## src/rtl/uart_tx_module_pkg.sv

```systemverilog
// Shared UART definitions: FSM state encoding and oversampling constant,
// reused by both the TX and RX controllers.
package uart_tx_module_pkg;

  localparam int OS_TICKS = 16;

  typedef enum logic [1:0] {
    IDLE  = 2'b00,
    START = 2'b01,
    DATA  = 2'b10,
    STOP  = 2'b11
  } uart_state_e;

  // Counter width for 0..n-1, never narrower than one bit.
  function automatic int cnt_w(input int n);
    return (n > 1) ? $clog2(n) : 1;
  endfunction

endpackage

```

## src/rtl/uart_tx_module.sv

```systemverilog
// 8N1 UART transmitter driven by a 16x oversampling tick: start bit,
// LSB-first data bits, then a stop bit of configurable tick length.
module uart_tx_module
  import uart_tx_module_pkg::*;
#(
  parameter int NB_TXMODULE_DATA    = 8,
  parameter int SB_TXMODULE_TICKS   = 16,
  parameter int NB_TXMODULE_TICKCNT = 5
) (
  input  logic                        i_clk,
  input  logic                        i_reset,
  input  logic                        i_txmodule_start,
  input  logic                        i_txmodule_tick,
  input  logic [NB_TXMODULE_DATA-1:0] i_txmodule_data,
  output logic                        o_txmodule_tx,
  output logic                        o_txmodule_busy,
  output logic                        o_txmodule_donetick
);

  localparam int NB_BITCNT = cnt_w(NB_TXMODULE_DATA);
  localparam logic [NB_TXMODULE_TICKCNT-1:0] OS_LAST = NB_TXMODULE_TICKCNT'(OS_TICKS - 1);
  localparam logic [NB_TXMODULE_TICKCNT-1:0] SB_LAST = NB_TXMODULE_TICKCNT'(SB_TXMODULE_TICKS - 1);
  localparam logic [NB_BITCNT-1:0]           N_LAST  = NB_BITCNT'(NB_TXMODULE_DATA - 1);

  uart_state_e                    state, state_nxt;
  logic [NB_TXMODULE_TICKCNT-1:0] s, s_nxt;
  logic [NB_BITCNT-1:0]           n, n_nxt;
  logic [NB_TXMODULE_DATA-1:0]    b, b_nxt;
  logic                           tx, tx_nxt;
  logic                           done;

  always_comb begin
    state_nxt = state;
    s_nxt     = s;
    n_nxt     = n;
    b_nxt     = b;
    done      = 1'b0;
    case (state)
      IDLE: begin
        if (i_txmodule_start) begin
          b_nxt     = i_txmodule_data;
          s_nxt     = '0;
          state_nxt = START;
        end
      end
      START: begin
        if (i_txmodule_tick) begin
          if (s == OS_LAST) begin
            s_nxt     = '0;
            n_nxt     = '0;
            state_nxt = DATA;
          end else begin
            s_nxt = s + 1'b1;
          end
        end
      end
      DATA: begin
        if (i_txmodule_tick) begin
          if (s == OS_LAST) begin
            s_nxt = '0;
            b_nxt = b >> 1;
            if (n == N_LAST) state_nxt = STOP;
            else             n_nxt     = n + 1'b1;
          end else begin
            s_nxt = s + 1'b1;
          end
        end
      end
      STOP: begin
        if (i_txmodule_tick) begin
          if (s == SB_LAST) begin
            state_nxt = IDLE;
            done      = 1'b1;
          end else begin
            s_nxt = s + 1'b1;
          end
        end
      end
    endcase

    // Line level follows the state being entered, so tx moves on the same
    // edge as the state change instead of lagging it by a cycle.
    case (state_nxt)
      START:   tx_nxt = 1'b0;
      DATA:    tx_nxt = b_nxt[0];
      default: tx_nxt = 1'b1;
    endcase
  end

  always_ff @(posedge i_clk) begin
    if (i_reset) begin
      state <= IDLE;
      s     <= '0;
      n     <= '0;
      b     <= '0;
      tx    <= 1'b1;
    end else begin
      state <= state_nxt;
      s     <= s_nxt;
      n     <= n_nxt;
      b     <= b_nxt;
      tx    <= tx_nxt;
    end
  end

  assign o_txmodule_tx       = tx;
  assign o_txmodule_busy     = (state != IDLE);
  // A reset that lands on the final stop tick aborts the frame: no done.
  assign o_txmodule_donetick = done & ~i_reset;

endmodule

```

## config.mk

```make
export PLATFORM = sky130hd
export DESIGN_NAME = uart_tx_module
export DESIGN_NICKNAME = d
export VERILOG_FILES = /design/src/rtl/uart_tx_module_pkg.sv /design/src/rtl/uart_tx_module.sv
export SDC_FILE = /design/constraint.sdc
export NUM_CORES = 1
export LEC_CHECK = 0
export CORE_MARGIN = 2
export CORE_UTILIZATION = 30
export CTS_CLUSTER_DIAMETER = 120
export CTS_CLUSTER_SIZE = 28
export DETAILED_ROUTE_END_ITERATION = 10
export GPL_TIMING_DRIVEN = 0
export PLACE_DENSITY_LB_ADDON = 0.1
export SYNTH_ARGS = -nofsm -noshare
export SYNTH_HDL_FRONTEND = slang
export SYNTH_SLANG_ARGS = --single-unit
```

## constraint.sdc

```tcl
create_clock -name i_clk -period 1.9 [get_ports i_clk]
set_input_delay 0.38 -clock i_clk [delete_from_list [all_inputs] [get_ports i_clk]]
set_output_delay 0.38 -clock i_clk [all_outputs]
set_load 0.02 [all_outputs]
```

======== Word level (Yosys, flattened, before mapping) ========
Index checks and enable logic that the tools add are counted.
storage, ports and cells
  flip-flop bits (word level) ............. 19
  bits in latches ......................... 0
  memory bits (writable) .................. 0
  ROM bits ................................ 0
  input port bits ......................... 12
  output and inout port bits .............. 3
  word-level logic and storage cells ...... 63
  memories kept ........................... 0
cells by class
  $add $sub $neg .......................... 2
  multiply operators ...................... 0
  divide/modulo/power cells ............... 0
  $lt $le $gt $ge ......................... 0
  eq/ne operators ......................... 16
  shift-type cells ........................ 0
  muxes and demuxes ....................... 29
  bitwise operators ....................... 2
  reduce and logical (&&, ||, !) cells .... 8
operators with widths
  cell                                                             number
  5-bit two-way mux                                                5
  8-bit two-way mux                                                3
  2-bit two-way mux                                                8
  2-bit != test, second input constant                             8
  8-bit one-hot mux with 2 select lines                            1
  3-bit two-way mux                                                5
  5-bit one-hot mux with 3 select lines                            1
  2-bit one-hot mux with 4 select lines                            1
  4-bit AND reduction                                              2
  2-bit == test, second input constant                             3
  3-bit one-hot mux with 2 select lines                            1
  6-bit AND reduction                                              1
  2-bit nonzero test                                               3
  5-bit by 1-bit adder with 5-bit output, second input constant    1
  5-bit by 4-bit == test with 1-bit output, second input constant  1
  2-bit by 1-bit == test with 1-bit output, second input constant  2
  3-bit by 1-bit adder with 3-bit output, second input constant    1
  3-bit == test, second input constant                             1
  1-bit two-way mux                                                3
  2-bit zero test                                                  1
  2-bit by 1-bit != test with 1-bit output, second input constant  1
  1-bit one-hot mux with 2 select lines                            1
  2-bit OR reduction                                               1
  1-bit AND                                                        1
  1-bit inverter                                                   1

======== Depth between registers and ports, before layout ========
Gate-level depths: netlist (run 1).
  depth after elaboration ................. 7
  mapped depth ............................ 8
  depth with buffers taken out ............ 8

======== Worst setup path before layout (run 1) ========
Ideal clock, no wire load.
  path type ............................... register to output
  start ................................... register s[0]
  end ..................................... output o_txmodule_donetick
  arrival ................................. 1501 ps
  required time ........................... 1520 ps
  setup slack ............................. 19 ps
  stages on the path, launching flop included .. 6
  buffers on the path ..................... 0
  cells stage by stage .................... dfxtp_1 ha_1 and3_1 ha_1 nand2_1 nor3_1
between the ends
  word-level cells in the longest chain between the ends .. 5
RTL lines
  element                                   RTL line               RTL
  from (decl)                               uart_tx_module.sv:26   logic [NB_TXMODULE_TICKCNT-1:0] s, s_nxt;
  from (signal assigned)                    uart_tx_module.sv:99   s <= s_nxt;
  5-bit by 4-bit == test with 1-bit output  uart_tx_module.sv:71   if (s == SB_LAST) begin
  1-bit two-way mux                         uart_tx_module.sv:71
  1-bit two-way mux                         uart_tx_module.sv:70   if (i_txmodule_tick) begin
  1-bit two-way mux                         uart_tx_module.sv:38   case (state)
  1-bit AND                                 uart_tx_module.sv:109  assign o_txmodule_donetick = done & ~i_reset;
  to (decl)                                 uart_tx_module.sv:17   output logic o_txmodule_donetick
Every way passes these cells.

======== Final worst setup path (run 1) ========
  start ................................... register s[1]
  end ..................................... output o_txmodule_donetick
Same word-level chain as after synthesis.

==> metrics.md, run 1 <==
| Metric | Value |
|---|---|
| Max cap viols | 0 |
| Finished Core Util | around two fifths |
| ANT cells | 0 |
| Final hold vios | 0 |
| GP Congestion | roughly 0.77 |
| P_leak | between 0.6 and 0.7 nW |
| Grt total ovfl | 0 |
| Slack of the critical path | -2.429 ps |
| Sequential Area | between 300 and 400 um^2 |
| HPWL after DPL | 1957 um |
| Post-synth ARST share | 0% |
| CTS tree | done |
| Vias post-DR | between 900 and 1000 |
| Worst hold margin | approximately 490 ps |
| Cell Area, Placed | between 1000 and 1500 um^2 |
| Hold path depth | 2 |
| First-pass GRT wire length | between 4000 and 5000 um |
| Row cnt | 23 |
| Die area | 4557 um^2 |
| Footprint of the multi-input gates | 839.6 um^2 |
| Post-synth EDFFs | 0 |
| Yosys top cell by area | dfxtp_1 |
| Syn Std Cell Area | 1210 um^2 |
| Status | finished with violations |
| Via density | 4.862 |
| Reg2Reg Setup Slack | around 30 ps |
| Final Max Tran Viols | 0 |
| Main synth FF type | dfxtp_1 |
| Synth unique cells | 46 |
| Avg Cell Area, Syn | 9.307 um^2 |
| Placed cells | ~190 |
| Global Route Usage Sum | approximately an eighth |
| Clk slew on worst S/H paths | roughly 80 ps |
| Number of antenna-violating nets in the routed design | 0 |
| DRC viols | 0 |
| Crit. End Element | output pin |
| H-tree level count | 1 |
| Worst r2r path cells | 8 |
| Final period util | 100.1% |
| CP max FO | 3 |
| Worst setup SP type | flop |
| Synth top area share | between 30% and 40% |
| Post-synthesis net count | approximately 150 |
| Final net count | 177 |
| Finished Layout Cells | between 200 and 250 |
| Initial antenna violation count | 0 |
| Starting Density | just over 30% |
| Worst Path Arrival | about 1500 ps |
| Average routed wire per standard cell | between 10 and 15 um |
| Synthesis-to-layout area growth | 31.23% |
| RSZ-0062 raised after global routing | true |
| Ports | 15 |
| Setup Viol. Count Final | 1 |
| Failing checks | setup timing |
| CTS root buffer | clkbuf_8 |
| Worst slew margin | about two thirds |
| Most frequent cells in the layout | nor2_1 (17), dfxtp_1 (17), clkdlybuf4s50_1 (10) |
| PD cells | about 600 nW/um^2 |
| Clock sink total | 19 |
| Hold_buf cts | 0 |
| Final wirelength | 2711 um |
| Top area cells in the synthesized netlist | dfxtp_1 (31%), ha_1 (11%), nor2_1 (5.9%) |
| Worst Hold Endpoint | s[4] |
| Layout fillers | 392 |
| Largest net degree at the start of global routing | 13 |
| Critical hold path startpoint | s[4] |
| CORE AREA | between 3000 and 4000 um^2 |
| Slew of the pin with the lowest slew margin | about 520 ps |
| Pre-antenna DRT Iters | 4 |
| Register area share after synthesis | between 30% and 40% |
| Reg-to-Reg End | b[7] |
| Fin area | roughly 1600 um^2 |
| Synth Instances | 130 |
| VDD IR max | 0.3769 mV |
| Cts bufs inserted | 3 |
| Max Freq | between 0.5 and 0.6 GHz |
| Fin crit period | approximately 1900 ps |
| Sum Neg Setup Slack | -2.429 ps |
| Crit Path Category | reg2out |
| Die Wd | ~68 um |
| Max clock buf depth | 2 |
| 1st-iter DRT viols | 38 |
| Clk_lat worst skew | between 200 and 300 ps |
| Vias in the first global route | 913 |
| Die height | 67.51 um |
| Worst path required time | 1520 ps |
| Tightest Hold Check Type | reg2reg |
| Worst Skew | between 1.5 and 2 ps |
| FF+latch count, synth | 19 |
| IO buf count | 12 |
| Syn. warnings | 0 |
| Share of layout cells above drive strength 1 | approximately 32% |
| Worst Setup SP | s[1] |
| Reg2Reg Launch Point | s[1] |
-- registers in the layout, indices dropped and copies added (netlist names) --
signal         flops
n                  3
s                  5
state              2
b                  8
o_txmodule_tx      1
-- timing repair --
action | 4_1_cts | 5_1_grt
gates resized for setup | 16 | 18
gates cloned | 0 | 1
buffers inserted | 1 | 5
setup endpoints to repair | 18 | 14
pin swaps | 1 | 6
-- where the power goes --
group          total [mW]  switching, mW  internal [mW]
registers           0.435         0.0148          0.420
logic               0.202          0.103         0.0994
clock network       0.301          0.153          0.148
-- worst max path at each step --
| stage | end |
|---|---|
| floorplan | o_txmodule_donetick |
| global placement | o_txmodule_donetick |
| detailed placement | o_txmodule_donetick |
| CTS | o_txmodule_donetick |
| global route | o_txmodule_donetick |
| finish | o_txmodule_donetick |
-- cell type report --
| cell class | instances | share of cell area, % |
|---|---|---|
| timing repair buffer | 19 | 11.27 |
| multi-input combinational | 98 | 52.88 |
| inverter | 7 | 1.655 |
| clock inverter | 1 | 0.4728 |
| tap | 50 | 3.940 |
| sequential | 19 | 24.43 |
| clock buffer | 3 | 2.600 |
| buffer | 6 | 2.758 |
-- cell usage after synthesis (2+ instances only) --
cell type	count
nor2b_1	2
o2bb2ai_1	2
nand2_1	3
a21oi_1	3
nor3_1	2
and2_1	2
nor2_1	19
mux2i_1	3
dfxtp_1	19
buf_6	2
nor2_2	4
inv_1	7
a211oi_1	2
and3_1	3
ha_1	11
o211ai_1	2
xor2_1	3
a211oi_2	4
a22o_1	2
a22oi_1	9
-- metrics by stage --
step	total power, mW	setup WS, ps
after global placement	0.6207	-486.0
after detailed placement	0.6229	-513.3
after global routing	0.9914	-67.25
after floorplan	0.5686	18.80
after CTS	0.9315	-65.34
final	0.9381	-2.429
-- logic make-up after synthesis --
| kind of cell | count (synthesis) | synth area share, % |
|---|---|---|
| AOI/OAI and AO/OA | 36 | 26.78 |
| and+or+nand+nor | 44 | 19.13 |
| xor gates and xnor gates | 3 | 2.172 |
| adders and majority gates | 11 | 11.38 |
| buffers and inverters | 13 | 5.687 |
| DFF | 19 | 31.44 |
| muxes | 4 | 3.413 |
-- metal layers --
layer | routed length (um) | global-route usage, %
met3 | 90 | 4.167
met5 | 0 | 0
met1 | 1329 | 18.31
met4 | 18 | 3.061
met2 | 1273 | 18.38
-- critical path: stages, from the launching register on --
cell and delay [ps]:
dfxtp_4 370, ha_4 130, and3_4 210, ha_4 170, nand2_4 60, nor3_4 190, buf_6 140
Note: power is estimated with default switching activity, not from simulation.
==> inputs of run 2 (changes only) <==
Settings changed: CTS_CLUSTER_DIAMETER 120 to default.
==> results of run 2 <==
The final DEF is identical to that of run 1; final timing and power are the same.
==> inputs of run 3 (changes only) <==
Settings changed: CORE_UTILIZATION 30 to 49.
==> metrics.md, run 3 (same netlist as run 1, synthesis figures left out) <==
| Metric | Value |
|---|---|
| Crit Path Category | reg2reg (was reg2out) |
| Final period util | 97.78% (was 100.1%) |
| Worst setup SP type | flop (unchanged) |
| Final Max Tran Viols | 0 (unchanged) |
| Clock sink total | 19 (unchanged) |
| Grt total ovfl | 0 (unchanged) |
| Largest net degree at the start of global routing | 12 (was 13) |
| First-pass GRT wire length | 3864 um (was 4388 um) |
| CORE AREA | 2410 um^2 (was 3943 um^2) |
| Die Wd | 53.69 um (was 67.51 um) |
| Initial antenna violation count | 0 (unchanged) |
| Final hold vios | 0 (unchanged) |
| Starting Density | 50.21% (was 30.69%) |
| Die area | 2883 um^2 (was 4557 um^2) |
| PD cells | 564.5 nW/um^2 (was 590.9 nW/um^2) |
| CP peak stage delay | 390 ps (was 370 ps) |
| Vias in the first global route | 878 (was 913) |
| Slew of the pin with the lowest slew margin | 457.9 ps (was 524.7 ps) |
| CP dominant cell by count | ha_4 (unchanged) |
| VDD IR max | 0.4789 mV (was 0.3769 mV) |
| Pre-antenna DRT Iters | 4 (unchanged) |
| Worst Path Arrival | 2110 ps (was 1520 ps) |
| CTS tree | done (unchanged) |
| CP Cell Sequence | ha_4, and3_4, ha_4, buf_4, a21boi_4, o21ai_4, or3b_4, a21oi_2 (was ha_4, and3_4, ha_4, nand2_4, nor3_4, buf_6) |
| Fin crit period | 1858 ps (was 1902 ps) |
| Synthesis-to-layout area growth | 23.16% (was 31.23%) |
| Most frequent cells in the layout | nor2_1 (17), dfxtp_1 (17), clkdlybuf4s50_1 (10) (unchanged) |
| Tightest Hold Check Type | in2reg (was reg2reg) |
| Worst Skew | 3.815 ps (was 1.806 ps) |
| Hold_buf cts | 0 (unchanged) |
| Slowest stage cell, crit path | or3b_4 (was dfxtp_4) |
| Max Freq | 0.5382 GHz (was 0.5256 GHz) |
| 1st-iter DRT viols | 14 (was 38) |
| Max cap viols | 0 (unchanged) |
| ANT cells | 0 (unchanged) |
| DRC viols | 0 (unchanged) |
| Biggest regs | b (8), s (5), n (3) (unchanged) |
| Max clock buf depth | 2 (unchanged) |
| P_leak | 0.5820 nW (was 0.6186 nW) |
| Layout fillers | 221 (was 392) |
| HPWL after DPL | 1832 um (was 1957 um) |
| Final wirelength | 2528 um (was 2711 um) |
| Average routed wire per standard cell | 13.97 um (was 13.35 um) |
| Placed cells | 172 (was 192) |
| Vias post-DR | 1000 (was 987) |
| Clk_lat worst skew | 310 ps (was 260 ps) |
| Number of antenna-violating nets in the routed design | 0 (unchanged) |
| Worst path required time | 2150 ps (was 1520 ps) |
| Cts bufs inserted | 3 (unchanged) |
| Share of layout cells above drive strength 1 | 30.46% (was 32.03%) |
| CP max FO | 5 (was 3) |
| GP Congestion | 0.7593 (was 0.7712) |
| Global Route Usage Sum | 18.56% (was 12.78%) |
| Worst slew margin | 69.47% (was 65.02%) |
| Top reg by flops | b (unchanged) |
| Die height | 53.69 um (was 67.51 um) |
| Slack of the critical path | 42.12 ps (was -2.429 ps) |
| Crit. End Element | flop (was output pin) |
| Ports | 15 (unchanged) |
| Largest register FFs | 8 (unchanged) |
| Crit path buf inv count | 1 (unchanged) |
| CTS root buffer | clkbuf_4 (was clkbuf_8) |
| Setup Viol. Count Final | 0 (was 1) |
| Status | complete, no violations (was finished with violations) |
| Crit-path leading delay family | simple AND/OR/NAND/NOR gates (unchanged) |
| RSZ-0062 raised after global routing | true (unchanged) |
| Final net count | 175 (was 177) |
| Finished Layout Cells | 181 (was 203) |
| H-tree level count | 1 (unchanged) |
| Clk slew on worst S/H paths | 110 ps (was 80 ps) |
| Row cnt | 18 (was 23) |
| Setup WS pre-CTS | -458.0 ps (was -513.3 ps) |
| Via density | 5.525 (was 4.862) |
| IO buf count | 12 (unchanged) |
run 3: changes by cell type in the layout (fill, tap and decap cells not counted), sizes merged:
cell      before  now
buf           13   11
clkinv         0    1
clkinvlp       1    0
run 3: report_power, final:
group / switching (mW) / internal (mW)
clock: 0.134 / 0.0786
sequential: 0.0151 / 0.422
combinational: 0.0990 / 0.0927
total: 0.248 / 0.593
run 3: stage by stage:
stage	hold slack (ps)	power [mW]	area (um^2)	utilization (%)	TNS, ps
CTS	476.1	0.8442	1464	60.75	-26.53
floorplan	461.3	0.5686	1210	-	0
finish	466.3	0.8412	1490	61.84	0
detailed placement	505.9	0.6218	1368	56.75	-988.7
global placement	475.3	0.6175	1368	56.75	-652.8
global route	502.6	0.8776	1490	61.84	-7.014
run 3: final cells by class:
cell class	instances	area (um^2)	share of cell area, %
inverter	7	26.28	1.763
clock buffer	3	22.52	1.511
sequential	19	382.9	25.69
buffer	6	43.79	2.939
multi-input combinational	98	822.0	55.16
clock inverter	1	5.005	0.3359
timing repair buffer	17	150.1	10.08
tap	30	37.54	2.519
run 3: what timing repair did:
item                                    in CTS  in global routing
pin swaps                                    6                  5
endpoints found under the setup margin      17                 14
buffers inserted                             4                  1
gates resized for setup                     19                  8
run 3: per-layer routing:
layer,GRT usage [%],vias to the layer above,routed length (um)
met3,2.500,4,58
met2,29.67,11,1245
met1,24.44,478,1199
met4,8.974,0,25
li1,-,507,-
met5,0,-,0
run 3: final timing paths:
| path | startpoint | endpoint | slack (ps) | cells after the start |
|---|---|---|---|---|
| worst max-delay path | s[0] | s[4] | 40 | 8 |
| worst min-delay path | i_reset | state[1] | 470 | 2 |
| worst max register to register | s[0] | s[4] | 40 | 8 |
| worst min register to register | s[4] | s[4] | 520 | 2 |
